==> src/rtl/cdt_pkg.sv <==
// Shared types and BCD helpers for the multi-channel count-down timer.
//   state_t       : per-channel FSM state
//   hms_t         : packed {hour, minute, second}, each a two-digit BCD byte
//   bcd_hms_dec   : decrement an hh:mm:ss value by one second, saturating at zero
//   bcd_hms_valid : check that every nibble is a decimal digit and fields are in range
package cdt_pkg;

    typedef enum logic [1:0] {
        IDLE  = 2'd0,
        RUN   = 2'd1,
        PAUSE = 2'd2,
        RING  = 2'd3
    } state_t;

    typedef struct packed {
        logic [7:0] hour;
        logic [7:0] minute;
        logic [7:0] second;
    } hms_t;

    localparam logic [7:0] BCD_ZERO = 8'h00;
    localparam logic [7:0] BCD_59   = 8'h59;
    localparam hms_t       HMS_ZERO = '0;

    // Two-digit BCD decrement; callers never pass 00.
    function automatic logic [7:0] bcd_byte_dec(input logic [7:0] v);
        logic [7:0] r;
        if (v[3:0] == 4'd0) begin
            r = {v[7:4] - 4'd1, 4'd9};
        end else begin
            r = {v[7:4], v[3:0] - 4'd1};
        end
        return r;
    endfunction

    function automatic hms_t bcd_hms_dec(input hms_t t);
        hms_t r;
        r = t;
        if (t.second != BCD_ZERO) begin
            r.second = bcd_byte_dec(t.second);
        end else if (t.minute != BCD_ZERO) begin
            r.second = BCD_59;
            r.minute = bcd_byte_dec(t.minute);
        end else if (t.hour != BCD_ZERO) begin
            r.second = BCD_59;
            r.minute = BCD_59;
            r.hour   = bcd_byte_dec(t.hour);
        end
        // 00:00:00 is returned unchanged: the counter never wraps.
        return r;
    endfunction

    function automatic logic bcd_hms_valid(input hms_t t, input logic [7:0] max_hour);
        logic digits_ok;
        digits_ok = (t.hour[7:4]   <= 4'd9) && (t.hour[3:0]   <= 4'd9) &&
                    (t.minute[7:4] <= 4'd9) && (t.minute[3:0] <= 4'd9) &&
                    (t.second[7:4] <= 4'd9) && (t.second[3:0] <= 4'd9);
        // With every nibble a decimal digit, binary compare equals decimal compare.
        return digits_ok && (t.minute <= BCD_59) && (t.second <= BCD_59) &&
               (t.hour <= max_hour);
    endfunction

endpackage

==> src/rtl/cdt_channel.sv <==
// One timer channel: command edge detection, IDLE/RUN/PAUSE/RING FSM,
// preset and BCD counter registers, and the ring-duration counter.
// Ports:
//   clk, rst       : clock, asynchronous active-high reset
//   tick           : one-cycle 1 Hz tick shared by all channels
//   cmd_set/play/stop/reset : command levels (rising edge acts once)
//   reload         : level, 1 = auto-reload when the counter reaches zero
//   preset_value   : candidate preset for cmd_set
//   count_value    : registered counter value
//   ring, counting, paused, set_err : registered status outputs
module cdt_channel
    import cdt_pkg::*;
#(
    parameter int          RING_SEC     = 5,
    parameter logic [7:0]  MAX_HOUR_BCD = 8'h23,
    parameter logic [23:0] DEFAULT_BCD  = 24'h000100
) (
    input  logic clk,
    input  logic rst,
    input  logic tick,
    input  logic cmd_set,
    input  logic cmd_play,
    input  logic cmd_stop,
    input  logic cmd_reset,
    input  logic reload,
    input  hms_t preset_value,
    output hms_t count_value,
    output logic ring,
    output logic counting,
    output logic paused,
    output logic set_err
);

    localparam int RW = (RING_SEC < 1) ? 1 : $clog2(RING_SEC + 1);
    localparam logic [RW-1:0] RING_LOAD = RW'(RING_SEC);
    localparam logic [RW-1:0] RING_ONE  = RW'(1);

    // Command bit positions, highest priority first.
    localparam int C_RESET = 3;
    localparam int C_SET   = 2;
    localparam int C_STOP  = 1;
    localparam int C_PLAY  = 0;

    logic [3:0]    cmd_d1_reg, cmd_d2_reg;
    logic [3:0]    cmd_edge;
    state_t        state_reg, state_next;
    hms_t          preset_reg, preset_next;
    hms_t          count_reg, count_next;
    hms_t          count_dec;
    logic [RW-1:0] ring_cnt_reg, ring_cnt_next;
    logic          set_err_next;
    logic          ring_reg, counting_reg, paused_reg, set_err_reg;

    assign cmd_edge  = cmd_d1_reg & ~cmd_d2_reg;
    assign count_dec = bcd_hms_dec(count_reg);

    // Only the highest-priority command edge acts in a cycle; any command
    // edge also consumes that cycle's tick for this channel.
    always_comb begin
        state_next    = state_reg;
        preset_next   = preset_reg;
        count_next    = count_reg;
        ring_cnt_next = ring_cnt_reg;
        set_err_next  = 1'b0;
        if (cmd_edge[C_RESET]) begin
            count_next    = preset_reg;
            ring_cnt_next = '0;
            state_next    = IDLE;
        end else if (cmd_edge[C_SET]) begin
            if (bcd_hms_valid(preset_value, MAX_HOUR_BCD)) begin
                preset_next   = preset_value;
                count_next    = preset_value;
                ring_cnt_next = '0;   // returning to IDLE always silences the ring
                state_next    = IDLE;
            end else begin
                set_err_next = 1'b1;
            end
        end else if (cmd_edge[C_STOP]) begin
            case (state_reg)
                RUN:  state_next = PAUSE;
                RING: begin
                    state_next    = IDLE;
                    ring_cnt_next = '0;
                end
                default: ;
            endcase
        end else if (cmd_edge[C_PLAY]) begin
            case (state_reg)
                IDLE, PAUSE: if (count_reg != HMS_ZERO) state_next = RUN;
                RING: begin
                    state_next    = IDLE;
                    ring_cnt_next = '0;
                    count_next    = preset_reg;
                end
                default: ;
            endcase
        end else if (tick) begin
            if (ring_cnt_reg != '0) begin
                ring_cnt_next = ring_cnt_reg - RING_ONE;
                if (ring_cnt_reg == RING_ONE && state_reg == RING) state_next = IDLE;
            end
            if (state_reg == RUN && count_reg != HMS_ZERO) begin
                if (count_dec == HMS_ZERO) begin
                    // Expiry restarts the ring even if a previous one is still sounding.
                    ring_cnt_next = RING_LOAD;
                    if (reload) begin
                        count_next = preset_reg;
                    end else begin
                        count_next = count_dec;
                        state_next = RING;
                    end
                end else begin
                    count_next = count_dec;
                end
            end
        end
    end

    always_ff @(posedge clk or posedge rst) begin
        if (rst) begin
            cmd_d1_reg   <= '0;
            cmd_d2_reg   <= '0;
            state_reg    <= IDLE;
            preset_reg   <= hms_t'(DEFAULT_BCD);
            count_reg    <= hms_t'(DEFAULT_BCD);
            ring_cnt_reg <= '0;
            ring_reg     <= 1'b0;
            counting_reg <= 1'b0;
            paused_reg   <= 1'b0;
            set_err_reg  <= 1'b0;
        end else begin
            cmd_d1_reg   <= {cmd_reset, cmd_set, cmd_stop, cmd_play};
            cmd_d2_reg   <= cmd_d1_reg;
            state_reg    <= state_next;
            preset_reg   <= preset_next;
            count_reg    <= count_next;
            ring_cnt_reg <= ring_cnt_next;
            ring_reg     <= (ring_cnt_next != '0);
            counting_reg <= (state_next == RUN);
            paused_reg   <= (state_next == PAUSE);
            set_err_reg  <= set_err_next;
        end
    end

    assign count_value = count_reg;
    assign ring        = ring_reg;
    assign counting    = counting_reg;
    assign paused      = paused_reg;
    assign set_err     = set_err_reg;

endmodule

==> src/rtl/count_down_timer_mc.sv <==
// Multi-channel BCD hh:mm:ss count-down timer.
// Holds the shared 1 Hz prescaler, NUM_CH cdt_channel instances, the
// display multiplexer and the set_err OR.
// Ports:
//   clk, rst                         : clock, asynchronous active-high reset
//   ch_set/play/stop/reset/reload    : per-channel command levels
//   hour/minute/second_bcd_in        : preset value shared by all channels
//   disp_sel                         : channel shown on *_out_bcd (>= NUM_CH shows zero)
//   hour/minute/second_out_bcd       : selected channel counter
//   ring, counting, paused           : per-channel status
//   set_err                          : pulse when any channel rejects a preset
//   tick_1hz                         : one-cycle prescaler tick
module count_down_timer_mc
    import cdt_pkg::*;
#(
    parameter int          NUM_CH       = 2,
    parameter int          CLK_HZ       = 5_000_000,
    parameter int          RING_SEC     = 5,
    parameter logic [7:0]  MAX_HOUR_BCD = 8'h23,
    parameter logic [23:0] DEFAULT_BCD  = 24'h000100,
    parameter int          SEL_W        = (NUM_CH > 1) ? $clog2(NUM_CH) : 1
) (
    input  logic              clk,
    input  logic              rst,
    input  logic [NUM_CH-1:0] ch_set,
    input  logic [NUM_CH-1:0] ch_play,
    input  logic [NUM_CH-1:0] ch_stop,
    input  logic [NUM_CH-1:0] ch_reset,
    input  logic [NUM_CH-1:0] ch_reload,
    input  logic [7:0]        hour_bcd_in,
    input  logic [7:0]        minute_bcd_in,
    input  logic [7:0]        second_bcd_in,
    input  logic [SEL_W-1:0]  disp_sel,
    output logic [7:0]        hour_out_bcd,
    output logic [7:0]        minute_out_bcd,
    output logic [7:0]        second_out_bcd,
    output logic [NUM_CH-1:0] ring,
    output logic [NUM_CH-1:0] counting,
    output logic [NUM_CH-1:0] paused,
    output logic              set_err,
    output logic              tick_1hz
);

    localparam int PW = (CLK_HZ > 1) ? $clog2(CLK_HZ) : 1;
    localparam logic [PW-1:0] PRESC_LAST = PW'(CLK_HZ - 1);

    logic [PW-1:0]     presc_reg, presc_next;
    logic              tick_reg;
    hms_t              preset_value;
    hms_t              count_arr [NUM_CH];
    logic [NUM_CH-1:0] set_err_vec;
    hms_t              disp;

    // tick_reg is high exactly while the prescaler holds CLK_HZ-1.
    assign presc_next = (presc_reg == PRESC_LAST) ? '0 : presc_reg + 1'b1;

    always_ff @(posedge clk or posedge rst) begin
        if (rst) begin
            presc_reg <= '0;
            tick_reg  <= 1'b0;
        end else begin
            presc_reg <= presc_next;
            tick_reg  <= (presc_next == PRESC_LAST);
        end
    end

    assign tick_1hz     = tick_reg;
    assign preset_value = {hour_bcd_in, minute_bcd_in, second_bcd_in};

    genvar gi;
    generate
        for (gi = 0; gi < NUM_CH; gi++) begin : g_ch
            cdt_channel #(
                .RING_SEC     (RING_SEC),
                .MAX_HOUR_BCD (MAX_HOUR_BCD),
                .DEFAULT_BCD  (DEFAULT_BCD)
            ) u_ch (
                .clk          (clk),
                .rst          (rst),
                .tick         (tick_reg),
                .cmd_set      (ch_set[gi]),
                .cmd_play     (ch_play[gi]),
                .cmd_stop     (ch_stop[gi]),
                .cmd_reset    (ch_reset[gi]),
                .reload       (ch_reload[gi]),
                .preset_value (preset_value),
                .count_value  (count_arr[gi]),
                .ring         (ring[gi]),
                .counting     (counting[gi]),
                .paused       (paused[gi]),
                .set_err      (set_err_vec[gi])
            );
        end
    endgenerate

    assign set_err = |set_err_vec;

    always_comb begin
        disp = HMS_ZERO;
        for (int i = 0; i < NUM_CH; i++) begin
            if (disp_sel == SEL_W'(i)) disp = count_arr[i];
        end
    end

    assign hour_out_bcd   = disp.hour;
    assign minute_out_bcd = disp.minute;
    assign second_out_bcd = disp.second;

endmodule
==> config.mk <==
export PLATFORM = sky130hd
export DESIGN_NAME = count_down_timer_mc
export DESIGN_NICKNAME = d
export VERILOG_FILES = /design/src/rtl/cdt_pkg.sv /design/src/rtl/cdt_channel.sv /design/src/rtl/count_down_timer_mc.sv
export SDC_FILE = /design/constraint.sdc
export NUM_CORES = 1
export LEC_CHECK = 0
export ABC_AREA = 1
export BUFFER_PORTS_ARGS = -buffer_cell sky130_fd_sc_hd__buf_2
export CAP_MARGIN = 40
export CORE_MARGIN = 4
export CORE_UTILIZATION = 40
export DETAILED_ROUTE_END_ITERATION = 8
export PLACE_DENSITY = 0.59
export REMOVE_ABC_BUFFERS = 1
export SYNTH_ARGS = -nofsm -noshare
export SYNTH_HDL_FRONTEND = slang
export SYNTH_SLANG_ARGS = --single-unit
==> constraint.sdc <==
create_clock -name clk -period 5.9 [get_ports clk]
set_clock_uncertainty 0.1 [all_clocks]
set_input_delay 0.885 -clock clk [delete_from_list [all_inputs] [get_ports clk]]
set_output_delay 0.885 -clock clk [all_outputs]
set_load 0.03 [all_outputs]
== Yosys cells after proc, flatten, opt, wreduce, memory -nomap -nowiden ==
Index checks and enable logic that the tools add are counted.

* Flip-flop bits (word level): 154
* Output and inout port bits: 32

* Add/sub/neg operators: 15
* Magnitude comparators: 9
* Equal/unequal tests: 20
* Muxes and demuxes: 90
* Bitwise gates (word level): 6
* Reductions and logical operators: 45

{| class="wikitable"
|+ Operators with widths
! cell !! number
|-
| $mux 24 || 22
|-
| $mux 8 || 10
|-
| $mux 16 || 4
|-
| $mux 3 || 20
|-
| $logic_not 24->1 || 2
|-
| $mux 2 || 24
|-
| $reduce_bool 24->1 || 2
|-
| $reduce_bool 8->1 || 6
|-
| $sub 4x1->4 const B || 12
|-
| $eq 23x23->1 const B || 2
|-
| $le 4x4->1 const B || 6
|-
| $logic_not 4->1 || 6
|-
| $add 23x1->23 const B || 1
|-
| $mux 23 || 1
|-
| $le 8x7->1 const B || 2
|-
| $pmux 2 s2 || 4
|-
| $reduce_bool 4->1 || 4
|-
| $eq 2x2->1 const B || 6
|-
| $logic_and 1x1->1 || 12
|-
| $reduce_bool 3->1 || 4
|-
| $reduce_and 5->1 || 2
|-
| $and 4x4->4 || 2
|-
| $eq 2x1->1 const B || 4
|-
| $le 8x6->1 const B || 1
|-
| 11 further kinds || 26
|}

== Logic depth before layout (Yosys ltp) ==
* Depth in word-level cells: 14
* Gate-level depth with buffers: 22
* Depth with buffers taken out: 22

== Hierarchy ==
Synthesis repeated with hierarchy kept, for this count alone.

* Cell total of the unflattened synthesis: 1511
* Area total of the unflattened synthesis: 10704.0 µm²

{| class="wikitable"
|+ Modules (own cells, without submodules)
! module !! instances !! cells an instance !! area each (µm²) !! sequential area each (µm²)
|-
| cdt_channel || 2 || 613 || 4377.9 || 1629.1
|-
| count_down_timer_mc || 1 || 285 || 1948.1 || 600.6
|}

== Worst setup path before layout ==
OpenSTA, ideal clock, no wires.

* Kind: input to output
* From: input disp_sel
* To: output hour_out_bcd[0]
* Arrival: 1.950 ns
* Required time: 4.915 ns
* Setup slack: 2.965 ns
* Stages: 3
* Path buffers: 2
* Path through: clkbuf_1 clkbuf_1 o21ai_0

* Longest elaborated chain between the ends: 1

{| class="wikitable"
|+ RTL lines
! item !! line !! text
|-
| start, declared || count_down_timer_mc.sv:33 || <nowiki>input logic [SEL_W-1:0] disp_sel,</nowiki>
|-
| $mux 24 || count_down_timer_mc.sv:101 || <nowiki>if (disp_sel == SEL_W'(i)) disp = count_arr[i];</nowiki>
|-
| end, declared || count_down_timer_mc.sv:34 || <nowiki>output logic [7:0] hour_out_bcd,</nowiki>
|}

Every way passes these cells.

== Final worst setup path ==
* From: register g_ch[0].u_ch.count_reg, in the netlist g_ch[0].u_ch.count_value[4]
* To: register g_ch[0].u_ch.count_reg, in the netlist g_ch[0].u_ch.count_value[1]

* Longest elaborated chain between the ends: 11
* Elaborated cells on any way between the ends: 20
* Classes of those cells: 1 x add/sub; 13 x mux; 6 x reduce/logical

{| class="wikitable"
|+ RTL lines
! item !! line !! text
|-
| start, declared || cdt_channel.sv:48 || <nowiki>hms_t count_reg, count_next;</nowiki>
|-
| start signal, assigned || cdt_channel.sv:125 || <nowiki>count_reg <= hms_t'(DEFAULT_BCD);</nowiki>
|-
| start signal, assigned || cdt_channel.sv:136 || <nowiki>count_reg <= count_next;</nowiki>
|-
| $sub 4x1->4 / $mux 24 (equally long branches) || cdt_pkg.sv:29, cdt_pkg.sv:44 ||
|-
| $mux 8 / $mux 16 (equally long branches) || cdt_pkg.sv:28, cdt_pkg.sv:41 ||
|-
| $mux 8 || cdt_pkg.sv:39 || <nowiki>if (t.second != BCD_ZERO) begin</nowiki>
|-
| $logic_not 24->1 || cdt_channel.sv:103 || <nowiki>if (count_dec == HMS_ZERO) begin</nowiki>
|-
| $mux 24 || cdt_channel.sv:103 ||
|-
| $mux 24 || cdt_channel.sv:102 || <nowiki>if (state_reg == RUN && count_reg != HMS_ZERO) begin</nowiki>
|-
| $mux 24 || cdt_channel.sv:97 || <nowiki>end else if (tick) begin</nowiki>
|-
| $mux 24 || cdt_channel.sv:87 || <nowiki>end else if (cmd_edge[C_PLAY]) begin</nowiki>
|-
| $mux 24 || cdt_channel.sv:78 || <nowiki>end else if (cmd_edge[C_STOP]) begin</nowiki>
|-
| $mux 24 || cdt_channel.sv:69 || <nowiki>end else if (cmd_edge[C_SET]) begin</nowiki>
|-
| $mux 24 || cdt_channel.sv:65 || <nowiki>if (cmd_edge[C_RESET]) begin</nowiki>
|}

Several ways; a longest one is shown, not always the timed one. The select of a mux whose other input is x is not followed.
A chain may end at the register's enable or synchronous reset.

==> out/metrics.csv <==
metric;value;unit
area share of fa/ha/maj cells after synthesis;0.0332;
Post-Syn Instances;1473;
Hold WC Path Type;reg -> reg;
PostCTS Resize Cnt;0;
Routed WL;30700;um
Critical Path Fanout Max;40;
total power;3.23;mW
Worst slew margin;0.488;
area fraction in compound gates after synthesis;0.151;
fin. max-slew vios;0;
crit end category;flop;
Setup WS post-layout;2.43;ns
RD Place Congestion;0.935;
postcts setup bufs;0;
sequential share of the synthesized area;0.379;
Final HPWL DP;22900;um
Hold Path Cell Cnt;0;
WHS;0.273;ns
grt total ovfl;0;
unrepaired setup endpoints after global routing;false;
first-pass GRT wire length;49700;um
fmax;0.289;GHz
Finish-stage setup viols;0;
Rows;58;
worst path arrival time;3.69;ns
Netlist cell types;44;
CTS H-Tree Depth;4;
Inserted Clock Buffers;17;
worst vdd ir;0.000202;V
DIE HEIGHT;168;um
hold_buf cts;0;
#FFs+latches synth;154;
largest net degree at the start of global routing;65;
Die W;168;um
WL per Instance;16.5;um
area grow syn2layout;11.3;%
asr flop ratio synth;1.00;
commonest non-fill, non-tap cell in the layout;nand2_1;
CP Class;reg -> reg;
Max Buffers Root-to-Sink;2;
core box area;0.0251;mm2
Pleak;5.83;nW
Critical Path Source Type;flop;
status;complete, no violations;
Pwr Density;285;mW/mm2
GR Util All Layers;0.219;
Final Hold Fails;0;
vias in the first global route;9368;
die area;0.0281;mm2
Antenna diodes;0;
main combinational cell family by area after synthesis;simple AND/OR/NAND/NOR gates;
clk root buf;clkbuf_16;
FF-to-FF setup slack;2.43;ns
Clock Sinks;154;
Primary FF master, synth;dfrtp_1;
Initial DRT Pass Iterations;5;
Final Util;0.452;
antenna viol nets, final;0;
slew of the pin with the lowest slew margin;0.768;ns
clk slew on worst S/H paths;0.06;ns
final net count;1583;
routed via count;9833;
synthesized area;0.0102;mm2
vias per cell;5.28;
CP required;6.12;ns
post-synthesis mux area share;0.00111;
CTS tree;yes;
IO Port Bufs;68;
Simple-Gate Fraction of Synth Area;0.313;
fill count;2658;
Max Cap Viol;0;
Setup WS pre-CTS;2.44;ns
R2R depth;18;
post-route minimum period;3.47;ns
EDFF count, synth;0;
DRT iter0 DRCs;777;
Mapped Avg Cell Area;6.92;um2
layout cell share with drive strength beyond 1;0.102;
DRC;0;
io pins;69;
initial antenna violation count;1;
clk_lat worst skew;0.43;ns
Fin Setup TNS;0;ns
commonest cells after routing, fill and taps aside;nand2_1, inv_1, dfrtp_1, nor2_1, nand3_1;
xor/xnor share of the synthesized area;0.0138;
synth warn;0;
Initial Util;0.406;
Tcrit/Tclk final;0.587;
## worst max-delay path: stages (launching register included)
cell,delay (ns)
dfrtp_1,0.43
inv_1,0.19
ha_1,0.19
nand3_2,0.14
nor2_8,0.29
inv_2,0.15
nand2_1,0.09
nand3_1,0.12
nand3b_1,0.21
nor2_1,0.17
nand3_1,0.14
nor2_4,0.18
nand2_4,0.14
nand2_4,0.38
a21oi_1,0.14
o21ai_1,0.11
nand2_1,0.07
nand2_1,0.06
nand2_1,0.05
## stage by stage
step / instance area [um2] / std cells
after floorplan: 9910 / 1420
after global placement: 10800 / 1828
after detailed placement: 10800 / 1830
after CTS: 11300 / 1862
after global routing: 11300 / 1862
final: 11300 / 1862
## Yosys cell counts (6+ instances only)
library cell	number	share of area
a21oi_1	71	0.035
a221oi_1	26	0.022
a22oi_1	21	0.015
buf_4	11	0.0081
clkbuf_1	33	0.012
dfrtp_1	150	0.37
ha_1	27	0.033
inv_1	218	0.080
nand2_1	396	0.15
nand3_1	127	0.062
nand3b_1	6	0.0044
nand4_1	14	0.0086
nor2_1	134	0.049
nor2_4	8	0.0088
nor3_1	18	0.0088
nor4_1	7	0.0043
o211ai_1	12	0.0088
o21ai_0	99	0.049
o21ai_1	24	0.012
xor2_1	15	0.013
## metal layers
metal | part of all wire | GRT usage | vias to the layer above
met2 | 0.49 | 0.372 | 271
met1 | 0.44 | 0.293 | 4653
met4 | 0.020 | 0.0688 | 2
met5 | 0.00042 | 0 | -
met3 | 0.053 | 0.0276 | 46
li1 | - | - | 4861
## report_power, final
group          leakage [nW]  internal (mW)  total [mW]  switching (mW)
clock network         0.254          0.557        1.04           0.484
registers              1.73           1.17        1.29           0.124
logic                  3.84          0.280       0.902           0.622
## cell type report
| cell class | count | area (um2) | share of cell area |
|---|---|---|---|
| repair buffers | 80 | 450 | 0.0397 |
| flip-flops and latches | 154 | 3860 | 0.340 |
| clock inverters | 14 | 114 | 0.0100 |
| well taps | 330 | 413 | 0.0364 |
| multi-input cells | 1044 | 5230 | 0.461 |
| inverters | 222 | 838 | 0.0739 |
| clock buffers | 18 | 439 | 0.0387 |
## final timing paths
check                                                         from                                       end
setup / recovery           g_ch[0].u_ch.count_value[4]$_DFFE_PP0P_   g_ch[0].u_ch.count_value[1]$_DFFE_PP0P_
hold / removal                g_ch[0].u_ch.cmd_d1_reg[3]$_DFF_PP0_      g_ch[0].u_ch.cmd_d2_reg[3]$_DFF_PP0_
setup reg to reg           g_ch[0].u_ch.count_value[4]$_DFFE_PP0P_   g_ch[0].u_ch.count_value[1]$_DFFE_PP0P_
hold reg to reg               g_ch[0].u_ch.cmd_d1_reg[3]$_DFF_PP0_      g_ch[0].u_ch.cmd_d2_reg[3]$_DFF_PP0_
max in group asynchronous                                      rst  g_ch[1].u_ch.count_value[14]$_DFFE_PP0P_
min in group asynchronous                                      rst      g_ch[0].u_ch.cmd_d2_reg[1]$_DFF_PP0_
## cells by family after synthesis
family                     Yosys count
muxes                                1
xor gates and xnor gates            16
AOI/OAI and AO/OA                  265
buffers and inverters              275
adders and majority gates           27
DFF                                154
and+or+nand+nor                    735
Power figures use the tool's default switching activity.
